$ cat src/rtl/pipeline_pkg.sv
// Shared pipeline types: IF/ID bundle and the opcodes the fetch predecoder needs.
// The fetch stage predecoder is enabled with FETCH_BTFN_EN.
package pipeline_pkg;

    localparam int PKG_XLEN = 32;

    localparam logic [6:0] OP_JAL    = 7'b1101111;
    localparam logic [6:0] OP_BRANCH = 7'b1100011;

    typedef struct packed {
        logic [PKG_XLEN-1:0] pc;
        logic [PKG_XLEN-1:0] pc_plus4;
        logic [31:0]         instr;
        logic                pred_taken;
    } ifid_t;

endpackage

$ cat src/rtl/fetch_fifo.sv
// Circular instruction queue between imem responses and the IF/ID register.
// Holds PC, instruction and prediction bit per slot; PC+4 is rebuilt at the head.
module fetch_fifo
    import pipeline_pkg::*;
#(
    parameter  int XLEN       = 32,
    parameter  int FIFO_DEPTH = 4,
    localparam int PW         = $clog2(FIFO_DEPTH),
    localparam int CW         = PW + 1
) (
    input  logic            clk,
    input  logic            reset,
    input  logic            clear,
    input  logic            push,
    input  logic [XLEN-1:0] push_pc,
    input  logic [31:0]     push_instr,
    input  logic            push_pred,
    input  logic            pop,
    output ifid_t           head,
    output logic            valid,
    output logic [CW-1:0]   count
);

    logic [XLEN-1:0] pc_mem_q    [FIFO_DEPTH];
    logic [31:0]     instr_mem_q [FIFO_DEPTH];
    logic            pred_mem_q  [FIFO_DEPTH];

    logic [PW-1:0] wr_ptr_q, wr_ptr_d;
    logic [PW-1:0] rd_ptr_q, rd_ptr_d;
    logic [CW-1:0] cnt_q, cnt_d;

    always_comb begin
        wr_ptr_d = wr_ptr_q;
        rd_ptr_d = rd_ptr_q;
        cnt_d    = cnt_q;
        if (clear) begin
            wr_ptr_d = '0;
            rd_ptr_d = '0;
            cnt_d    = '0;
        end else begin
            if (push) wr_ptr_d = wr_ptr_q + PW'(1);
            if (pop)  rd_ptr_d = rd_ptr_q + PW'(1);
            cnt_d = cnt_q + CW'(push) - CW'(pop);
        end
    end

    always_ff @(posedge clk) begin
        if (reset) begin
            wr_ptr_q <= '0;
            rd_ptr_q <= '0;
            cnt_q    <= '0;
        end else begin
            wr_ptr_q <= wr_ptr_d;
            rd_ptr_q <= rd_ptr_d;
            cnt_q    <= cnt_d;
        end
    end

    // Storage needs no reset: slots are only read once counted valid.
    always_ff @(posedge clk) begin
        if (push && !clear) begin
            pc_mem_q[wr_ptr_q]    <= push_pc;
            instr_mem_q[wr_ptr_q] <= push_instr;
            pred_mem_q[wr_ptr_q]  <= push_pred;
        end
    end

    always_comb begin
        head.pc         = pc_mem_q[rd_ptr_q];
        head.pc_plus4   = pc_mem_q[rd_ptr_q] + XLEN'(4);
        head.instr      = instr_mem_q[rd_ptr_q];
        head.pred_taken = pred_mem_q[rd_ptr_q];
    end

    assign valid = (cnt_q != '0);
    assign count = cnt_q;

endmodule

$ cat src/rtl/fetch_unit.sv
// RV32I fetch stage: PC, credit-based imem issue, redirect and instruction queue.
// Define FETCH_BTFN_EN for static backward-taken/JAL-taken prediction.
module fetch_unit
    import pipeline_pkg::*;
#(
    parameter int              XLEN       = 32,
    parameter int              ADDR_WIDTH = 8,
    parameter int              FIFO_DEPTH = 4,
    parameter logic [XLEN-1:0] RESET_PC   = '0
) (
    input  logic                  clk,
    input  logic                  reset,
    input  logic                  redirect_valid,
    input  logic [XLEN-1:0]       redirect_pc,
    input  logic                  id_ready,
    output logic                  imem_req,
    output logic [ADDR_WIDTH-1:0] imem_addr,
    input  logic [31:0]           imem_rdata,
    output logic                  out_valid,
    output ifid_t                 outputs,
    output logic [XLEN-1:0]       PCPlus4F
);

    localparam int CW = $clog2(FIFO_DEPTH) + 1;

    logic [XLEN-1:0] pc_q, pc_d;
    logic [XLEN-1:0] inflight_pc_q, inflight_pc_d;
    logic            inflight_q, inflight_d;
    logic            squash_q, squash_d;

    logic [CW-1:0]   count;
    logic            issue;
    logic            push;
    logic            pop;
    logic            pred_take;
    logic [XLEN-1:0] pred_target;

`ifdef FETCH_BTFN_EN
    logic [6:0]      opcode;
    logic [XLEN-1:0] j_imm;
    logic [XLEN-1:0] b_imm;

    always_comb begin
        opcode = imem_rdata[6:0];
        j_imm  = XLEN'($signed({imem_rdata[31], imem_rdata[19:12],
                                imem_rdata[20], imem_rdata[30:21], 1'b0}));
        b_imm  = XLEN'($signed({imem_rdata[31], imem_rdata[7],
                                imem_rdata[30:25], imem_rdata[11:8], 1'b0}));
        pred_take = push && ((opcode == OP_JAL) ||
                             (opcode == OP_BRANCH && imem_rdata[31]));
        pred_target = inflight_pc_q + ((opcode == OP_JAL) ? j_imm : b_imm);
    end
`else
    assign pred_take   = 1'b0;
    assign pred_target = '0;
`endif

    // Credit counts queued entries plus the read still in flight.
    always_comb begin
        issue = !reset && !redirect_valid &&
                ((int'(count) + int'(inflight_q)) < FIFO_DEPTH);
        push  = inflight_q && !squash_q && !redirect_valid;
        pop   = out_valid && id_ready && !redirect_valid;
    end

    always_comb begin
        pc_d          = pc_q;
        inflight_d    = issue;
        inflight_pc_d = issue ? pc_q : inflight_pc_q;
        squash_d      = pred_take && issue;
        if (redirect_valid) begin
            pc_d = redirect_pc;
        end else if (pred_take) begin
            pc_d = pred_target;
        end else if (issue) begin
            pc_d = pc_q + XLEN'(4);
        end
    end

    always_ff @(posedge clk) begin
        if (reset) begin
            pc_q          <= RESET_PC;
            inflight_pc_q <= RESET_PC;
            inflight_q    <= 1'b0;
            squash_q      <= 1'b0;
        end else begin
            pc_q          <= pc_d;
            inflight_pc_q <= inflight_pc_d;
            inflight_q    <= inflight_d;
            squash_q      <= squash_d;
        end
    end

    fetch_fifo #(
        .XLEN       (XLEN),
        .FIFO_DEPTH (FIFO_DEPTH)
    ) u_fifo (
        .clk        (clk),
        .reset      (reset),
        .clear      (redirect_valid),
        .push       (push),
        .push_pc    (inflight_pc_q),
        .push_instr (imem_rdata),
        .push_pred  (pred_take),
        .pop        (pop),
        .head       (outputs),
        .valid      (out_valid),
        .count      (count)
    );

    assign imem_req  = issue;
    assign imem_addr = pc_q[ADDR_WIDTH-1:0];
    assign PCPlus4F  = pc_q + XLEN'(4);

endmodule

$ cat config.mk
export PLATFORM = sky130hd
export DESIGN_NAME = fetch_unit
export DESIGN_NICKNAME = d
export VERILOG_FILES = /design/src/rtl/pipeline_pkg.sv /design/src/rtl/fetch_fifo.sv /design/src/rtl/fetch_unit.sv
export SDC_FILE = /design/constraint.sdc
export NUM_CORES = 1
export LEC_CHECK = 0
export ABC_AREA = 1
export BUFFER_PORTS_ARGS = -buffer_cell sky130_fd_sc_hd__buf_2
export CAP_MARGIN = 20
export CORE_UTILIZATION = 28
export CTS_CLUSTER_DIAMETER = 120
export CTS_CLUSTER_SIZE = 16
export DETAILED_ROUTE_END_ITERATION = 6
export PLACE_DENSITY = 0.53
export SYNTH_ARGS = -nofsm -noshare
export SYNTH_HDL_FRONTEND = slang
export SYNTH_HIERARCHICAL = 1
export SYNTH_SLANG_ARGS = --single-unit
$ cat constraint.sdc
create_clock -name clk -period 11.8 [get_ports clk]
set_input_delay 2.36 -clock clk [delete_from_list [all_inputs] [get_ports clk]]
set_output_delay 2.36 -clock clk [all_outputs]
set_load 0.01 [all_outputs]
==> flow_summary.yaml, run 1 <==
grt:
  grt_overflow_total: 0
  grt_pass1_wl_mm: 64.1
  grt_max_degree: 83
  grt_pass1_vias: 10854
  antenna_found_initial: 1
  grt_usage_pct: 15.2
finish:
  area_growth_pct: 15.4
  final_common_cell: "nand2_1"
  diodes: 0
  nets: 1825
  mostFrequentLayoutCells: "465 x nand2_1, 260 x edfxtp_1, 211 x nor2_1, 206 x buf_2, 115 x o21ai_0"
  drive_above_1_share_pct: 16.5
route:
  vias_per_cell: 4.62
  drc: 5
  wl_per_cell_um: 17.2
  vias: 11333
  wl_mm: 42.1
  drtAntennaViolNets: 0
  dr.pass1.iters: 7
  drt_iter0_markers: 869
timing:
  relSlewSlack_pct: 27.9
  finalCritPeriodShare_pct: 60.0
  hold_viol: 0
  fin_ws_ps: 4720
  setup_viol: 0
  tightest_slew_ps: 1080
  setup_tns_ps: 0
  finalCriticalPeriod_ps: 7080
  clock_skew_ps: 10.3
  rsz0062_at_grt: "false"
  fmax_ghz: 0.141
  timing_max_transition_violations_final: 0
floorplanning:
  dieArea_mm2: 0.0548
  num_rows: 84
  initial_core_util_pct: 28.5
  core_mm2: 0.0529
  fp.dieH_um: 234
  die_width_um: 234
  ios: 207
yosys:
  synth_seq_cells: 334
  synth_area_mm2: 0.0151
  yosys.cell_types.count: 36
  yosysSeqAreaShare_pct: 61.6
  yosysWarnings: 6
  syn_inst: 1585
  avgSynthCellArea_um2: 9.51
clock_network:
  insertion_delay_ps: 540
  post_cts_buffers: 0
  cts_hold_buf: 0
  clock_sinks: 334
  cts_tree: "yes"
  clockBufferDepth: 3
  cts-root-buf: "clkbuf_16"
  cts_resized: 0
  numCtsBuffers: 25
  clkSlewWorstSetupHoldPaths_ps: 70
  htreeDepth: 1
pwr:
  power.share.sequential_pct: 58.8
  p_int_mw: 1.73
  switchingPower_uw: 506
  swShare_pct: 22.7
  power_density_mw_per_mm2: 129
  combPwrFrac_pct: 5.5
  p_leak_nw: 6.85
  clock_power_share_pct: 35.7
  vdd_drop_max_mv: 0.118
place:
  dp_hpwl_mm: 27.6
  place_congestion: 0.905
  pre_cts_slack_ps: 5180
  port_buffers: 206
setup_path:
  cp_top_family: "buffers and inverters"
  cpMostUsedCell: "nand2_1"
  reg2reg_depth: 6
  crit_fanout: 82
  slowest_stage: "dfxtp_4"
  worstPathRequired_ps: 9440
  arrival_ps: 4720
  endpoint_kind: "output port"
  worstSetupStartpointType: "flip-flop"
  path_depth: 15
  worstSetupPathType: "flip-flop to output port"
  crit_buf_inv: 3
  worstPathCellList: "clkinv_2 -> buf_4 -> nor2_1 -> nor2_1 -> o21ai_0 -> nand2_1 -> ha_1 -> nand2_1 -> nor2_1 -> nand2_1 -> nor2_2 -> nand2_1 -> nand2_1 -> nand2_1 -> buf_2"
  cpPeakStageDelay_ps: 940
outcome:
  status: "finished, violations left"
  violations: "design-rule violations"
min_path:
  hp-class: "flip-flop to flip-flop"
  min_path_cells: 1
flow_run:
  maxCapViolations: 0
synth_stat cells, drive strengths merged:
library cell  instances  area share [%]
o211ai                1           0.050
nand2               472              12
o22ai                35             1.5
a21oi                43             1.4
nand4                10            0.42
a22oi                23             1.1
and2                  2           0.083
inv                  93             2.3
or3                   1           0.042
dfxtp                74             9.8
nor2                236             6.6
xor2                 27             1.9
fa                    1            0.13
a31oi                 2           0.083
edfxtp              260              52
o21ai               115             3.8
or2                   2           0.083
ha                    8            0.66
buf                  45             1.8
nand3                85             2.9
nand3b                6            0.30
conb                  1           0.025
a32oi                 1           0.058
clkbuf               38            0.96
xnor2                 4            0.23
registers in the layout, indices dropped and copies added (netlist names), named ones only:
name	cells
u_fifo/wr_ptr_q	2
u_fifo/pred_mem_q	4
u_fifo/count	3
u_fifo/rd_ptr_q	2
inflight_pc_q	32
pc_q	32
u_fifo/instr_mem_q	128
u_fifo/pc_mem_q	128
inflight_q	1
final cells by class:
cell class,instances,area (um2)
Fill cell,5472,35500
Timing Repair Buffer,216,1130
Sequential cell,334,9290
Clock inverter,3,23.8
Tap cell,688,861
Multi-Input combinational cell,1078,5050
Clock buffer,41,686
Inverter,93,350
logic make-up after synthesis:
| family | Yosys count | share of synthesized area [%] |
|---|---|---|
| and+or+nand+nor | 814 | 22.3 |
| DFF | 334 | 61.6 |
| AOI/OAI and AO/OA | 220 | 8.04 |
| buffers and inverters | 176 | 5.11 |
| xor gates and xnor gates | 31 | 2.10 |
| adders and majority gates | 9 | 0.797 |
| other | 1 | 0.0249 |
power groups by stage:
stage / clock network [mW] / registers [mW] / logic, mW
3_3_place_gp: 0 / 1.34 / 0.123
6_report: 0.798 / 1.31 / 0.124
5_1_grt: 0.867 / 1.32 / 0.139
2_1_floorplan: 0 / 1.33 / 0.0753
4_1_cts: 0.825 / 1.31 / 0.125
3_5_place_dp: 0 / 1.34 / 0.124
metrics by stage:
| step | instances | instance area, um2 | util, % | power (mW) | hold slack [ps] |
|---|---|---|---|---|---|
| 2_1_floorplan | 1588 | 15100 | - | 1.40 | 412 |
| 3_3_place_gp | 2408 | 16700 | 31.5 | 1.46 | 423 |
| 3_5_place_dp | 2408 | 16700 | 31.5 | 1.46 | 432 |
| 4_1_cts | 2452 | 17400 | 32.9 | 2.26 | 441 |
| 5_1_grt | 2453 | 17400 | 32.9 | 2.32 | 477 |
| 6_report | 2453 | 17400 | 32.9 | 2.24 | 442 |
final timing paths:
check / start / end / slack [ps]
max reg2reg: inflight_q$_SDFF_PP0_ / u_fifo/pc_mem_q[0][2]$_DFFE_PP_ / 9530
min: u_fifo/rd_ptr_q[1]$_SDFFE_PP0P_ / flip-flop / 440
min reg2reg: u_fifo/rd_ptr_q[1]$_SDFFE_PP0P_ / flip-flop / 440
max: flip-flop / outputs[61] / 4720
layer usage:
layer	vias up	track usage, %	share of wire, %
met4	2	4.06	2.3
met3	60	2.14	5.2
li1	5613	-	-
met1	5363	21.6	46
met5	-	0	0.031
met2	295	24.1	46
Note: power is estimated with default switching activity, not from simulation.
==> run 2: changes to the inputs <==
- ABC_AREA: 1 -> 0
- PLACE_DENSITY: 0.53 -> 0.55
- clock period: 11.8 -> 6.2 ns (I/O delays scaled with it)
==> run 2 against run 1 <==
The flow now finishes without violations. Utilization is 0.069 points lower. Via count down 29%. Wire length shrank 21%. First-iteration DRC count decreased by 53%. Clock power up 83%. Clock skew increased by 2.3 ps. Global-route usage down 2.3 points. Sequential power increased by 89%. Synthesized area decreased by 7.6%. Die area decreased by 7.5%. Combinational power grew 49%. Sequential share of layout area is 4.3 points higher.
==> flow_summary.yaml, run 2 <==
yosys:
  synth_area_mm2: 0.0139
  syn_inst: 899
  yosysTopAreaCell: "edfxtp_1"
  synthFlopType: "edfxtp_1"
  ys_async_sr_fraction_pct: 0
  yosys.cell_types.count: 57
  synth_seq_cells: 334
  yosysSeqAreaShare_pct: 66.7
  synth-edff-count: 260
  yosysWarnings: 6
  synth.top_cell.area_share_pct: 56.1
  avgSynthCellArea_um2: 15.5
  ys_top_cells_by_count: "260 x edfxtp_1, 90 x nand2_1, 74 x dfxtp_1"
  synth_area_leaders: "edfxtp_1 56%, dfxtp_1 11%, mux4_2 7.0%, mux4_1 4.0%, xnor2_1 3.3%"
  yosys.cell_count.top_type: "edfxtp_1"
route:
  vias_per_cell: 4.59
  drt_iter0_markers: 409
  dr.pass1.iters: 5
  met1_length_mm: 16.3
  wl_per_cell_um: 19.1
  vias: 8032
  wl_met2_mm: 14.8
  wl_met3_mm: 1.78
  top_layer: "met4"
  drtAntennaViolNets: 0
  drc: 0
  wl_mm: 33.4
timing:
  setup_tns_ps: 0
  fin_ws_ps: 1450
  hold_viol: 0
  relSlewSlack_pct: 28.1
  rsz0062_at_grt: "false"
  timing_max_transition_violations_final: 0
  clock_skew_ps: 12.6
  finalCritPeriodShare_pct: 76.7
  fmax_ghz: 0.210
  finalCriticalPeriod_ps: 4750
  setup_viol: 0
  finalHoldWorstSlack_ps: 510
  tightest_slew_ps: 1080
clock_network:
  insertion_delay_ps: 550
  clkSlewWorstSetupHoldPaths_ps: 70
  cts-root-buf: "clkbuf_16"
  cts_tree: "yes"
  clockBufferDepth: 3
  cts_hold_buf: 0
  numCtsBuffers: 24
  htreeDepth: 1
  clock_sinks: 334
  post_cts_buffers: 0
  cts_resized: 0
pwr:
  vdd_drop_max_mv: 0.204
  power_density_mw_per_mm2: 256
  power_mw: 4.12
  p_leak_nw: 5.49
grt:
  grt_usage_pct: 12.9
  grt_pass1_vias: 7963
  antenna_found_initial: 0
  grt_overflow_total: 0
  grt_pass1_wl_mm: 49.8
  grt_max_degree: 68
floorplanning:
  dieArea_mm2: 0.0506
  die_width_um: 225
  num_rows: 81
  initial_core_util_pct: 28.4
  core_mm2: 0.0491
  ios: 207
  fp.dieH_um: 225
setup_path:
  endpoint_kind: "output port"
  crit_fanout: 42
  rrSetupSlack_ps: 3610
  arrival_ps: 3510
  reg2reg_depth: 5
  worstReg2RegEnd: "u_fifo/pc_mem_q[0][25]$_DFFE_PP_"
  worstSetupStartpointType: "flip-flop"
  worstSetupPathType: "flip-flop to output port"
  r2r_start: "inflight_q$_SDFF_PP0_"
  worstPathRequired_ps: 4960
finish:
  final_common_cell: "edfxtp_1"
  drive_above_1_share_pct: 28.7
  nets: 1158
  top_regs: "u_fifo/instr_mem_q x128, u_fifo/pc_mem_q x128"
  diodes: 0
  mostFrequentLayoutCells: "260 x edfxtp_1, 206 x buf_2, 90 x nand2_1, 72 x dfxtp_1, 52 x xnor2_1"
  fillers: 4901
  area_growth_pct: 15.6
place:
  dp_hpwl_mm: 22.1
  place_congestion: 0.776
  port_buffers: 206
  pre_cts_slack_ps: 1940
flow_run:
  maxCapViolations: 0
min_path:
  hp-class: "flip-flop to flip-flop"
  hp-start: "inflight_pc_q[13]$_SDFFE_PP0P_"
  min_path_cells: 2
  worstHoldEndpoint: "inflight_pc_q[13]$_SDFFE_PP0P_"
outcome:
  status: "complete, no violations"
[run 2: cell count changes in the layout (fill, tap and decap cells not counted), moves of 21 or more]
cell and delta:
nor2_1 -164, nand2_1 -375, nand3_1 -61, xnor2_1 +48, o21ai_0 -109, inv_1 -73
mux4_1 +21, mux4_2 +43, o22ai_1 -35
[run 2: layout make-up]
class / count / area (um2) / share of cell area, %
clock buffers: 31 / 637 / 3.95
clock inverters: 1 / 16.3 / 0.101
inverters: 17 / 63.8 / 0.396
multi-input cells: 485 / 4130 / 25.7
flip-flops and latches: 334 / 9300 / 57.7
well taps: 664 / 831 / 5.16
repair buffers: 219 / 1130 / 7.01
[run 2: worst max path at each step]
stage,end,slack (ps),cells after the start
2_1_floorplan,u_fifo/instr_mem_q[0][0]$_DFFE_PP_,2130,6
3_3_place_gp,outputs[51],1950,7
3_5_place_dp,outputs[51],1940,7
4_1_cts,outputs[51],1340,7
5_1_grt,outputs[51],1150,7
6_report,outputs[51],1450,7
[run 2: worst max-delay path: stages (launching register included)]
cell and delay (ps):
dfxtp_4 760, mux4_1 350, ha_1 230, nand4_1 260
nor4_4 580, nand3_1 180, xnor2_1 350, buf_2 210
[run 2: per-layer routing]
| metal | vias to the layer above | GRT usage [%] |
|---|---|---|
| met3 | 34 | 2.20 |
| met1 | 4022 | 19.1 |
| met4 | 0 | 2.68 |
| met2 | 218 | 19.8 |
| li1 | 3758 | - |
| met5 | - | 0 |
[run 2: kinds of logic after synthesis]
group	synth area share [%]
muxes	11.3
AOI/OAI and AO/OA	3.71
and+or+nand+nor	9.02
other	0.0269
buffers and inverters	3.79
adders and majority gates	0.862
DFF	66.7
xor gates and xnor gates	4.59
[run 2: metrics by stage]
step	util [%]	cells	cell area (um2)
2_1_floorplan	-	902	13900
3_3_place_gp	31.5	1719	15500
3_5_place_dp	31.5	1719	15500
4_1_cts	32.8	1751	16100
5_1_grt	32.8	1751	16100
6_report	32.8	1751	16100
[run 2: power breakdown]
part           internal, mW  leakage, nW  total [mW]  switching [mW]
clock network         0.717        0.317        1.46           0.745
registers              2.43         2.92        2.47          0.0435
logic                0.0757         2.25       0.185           0.109
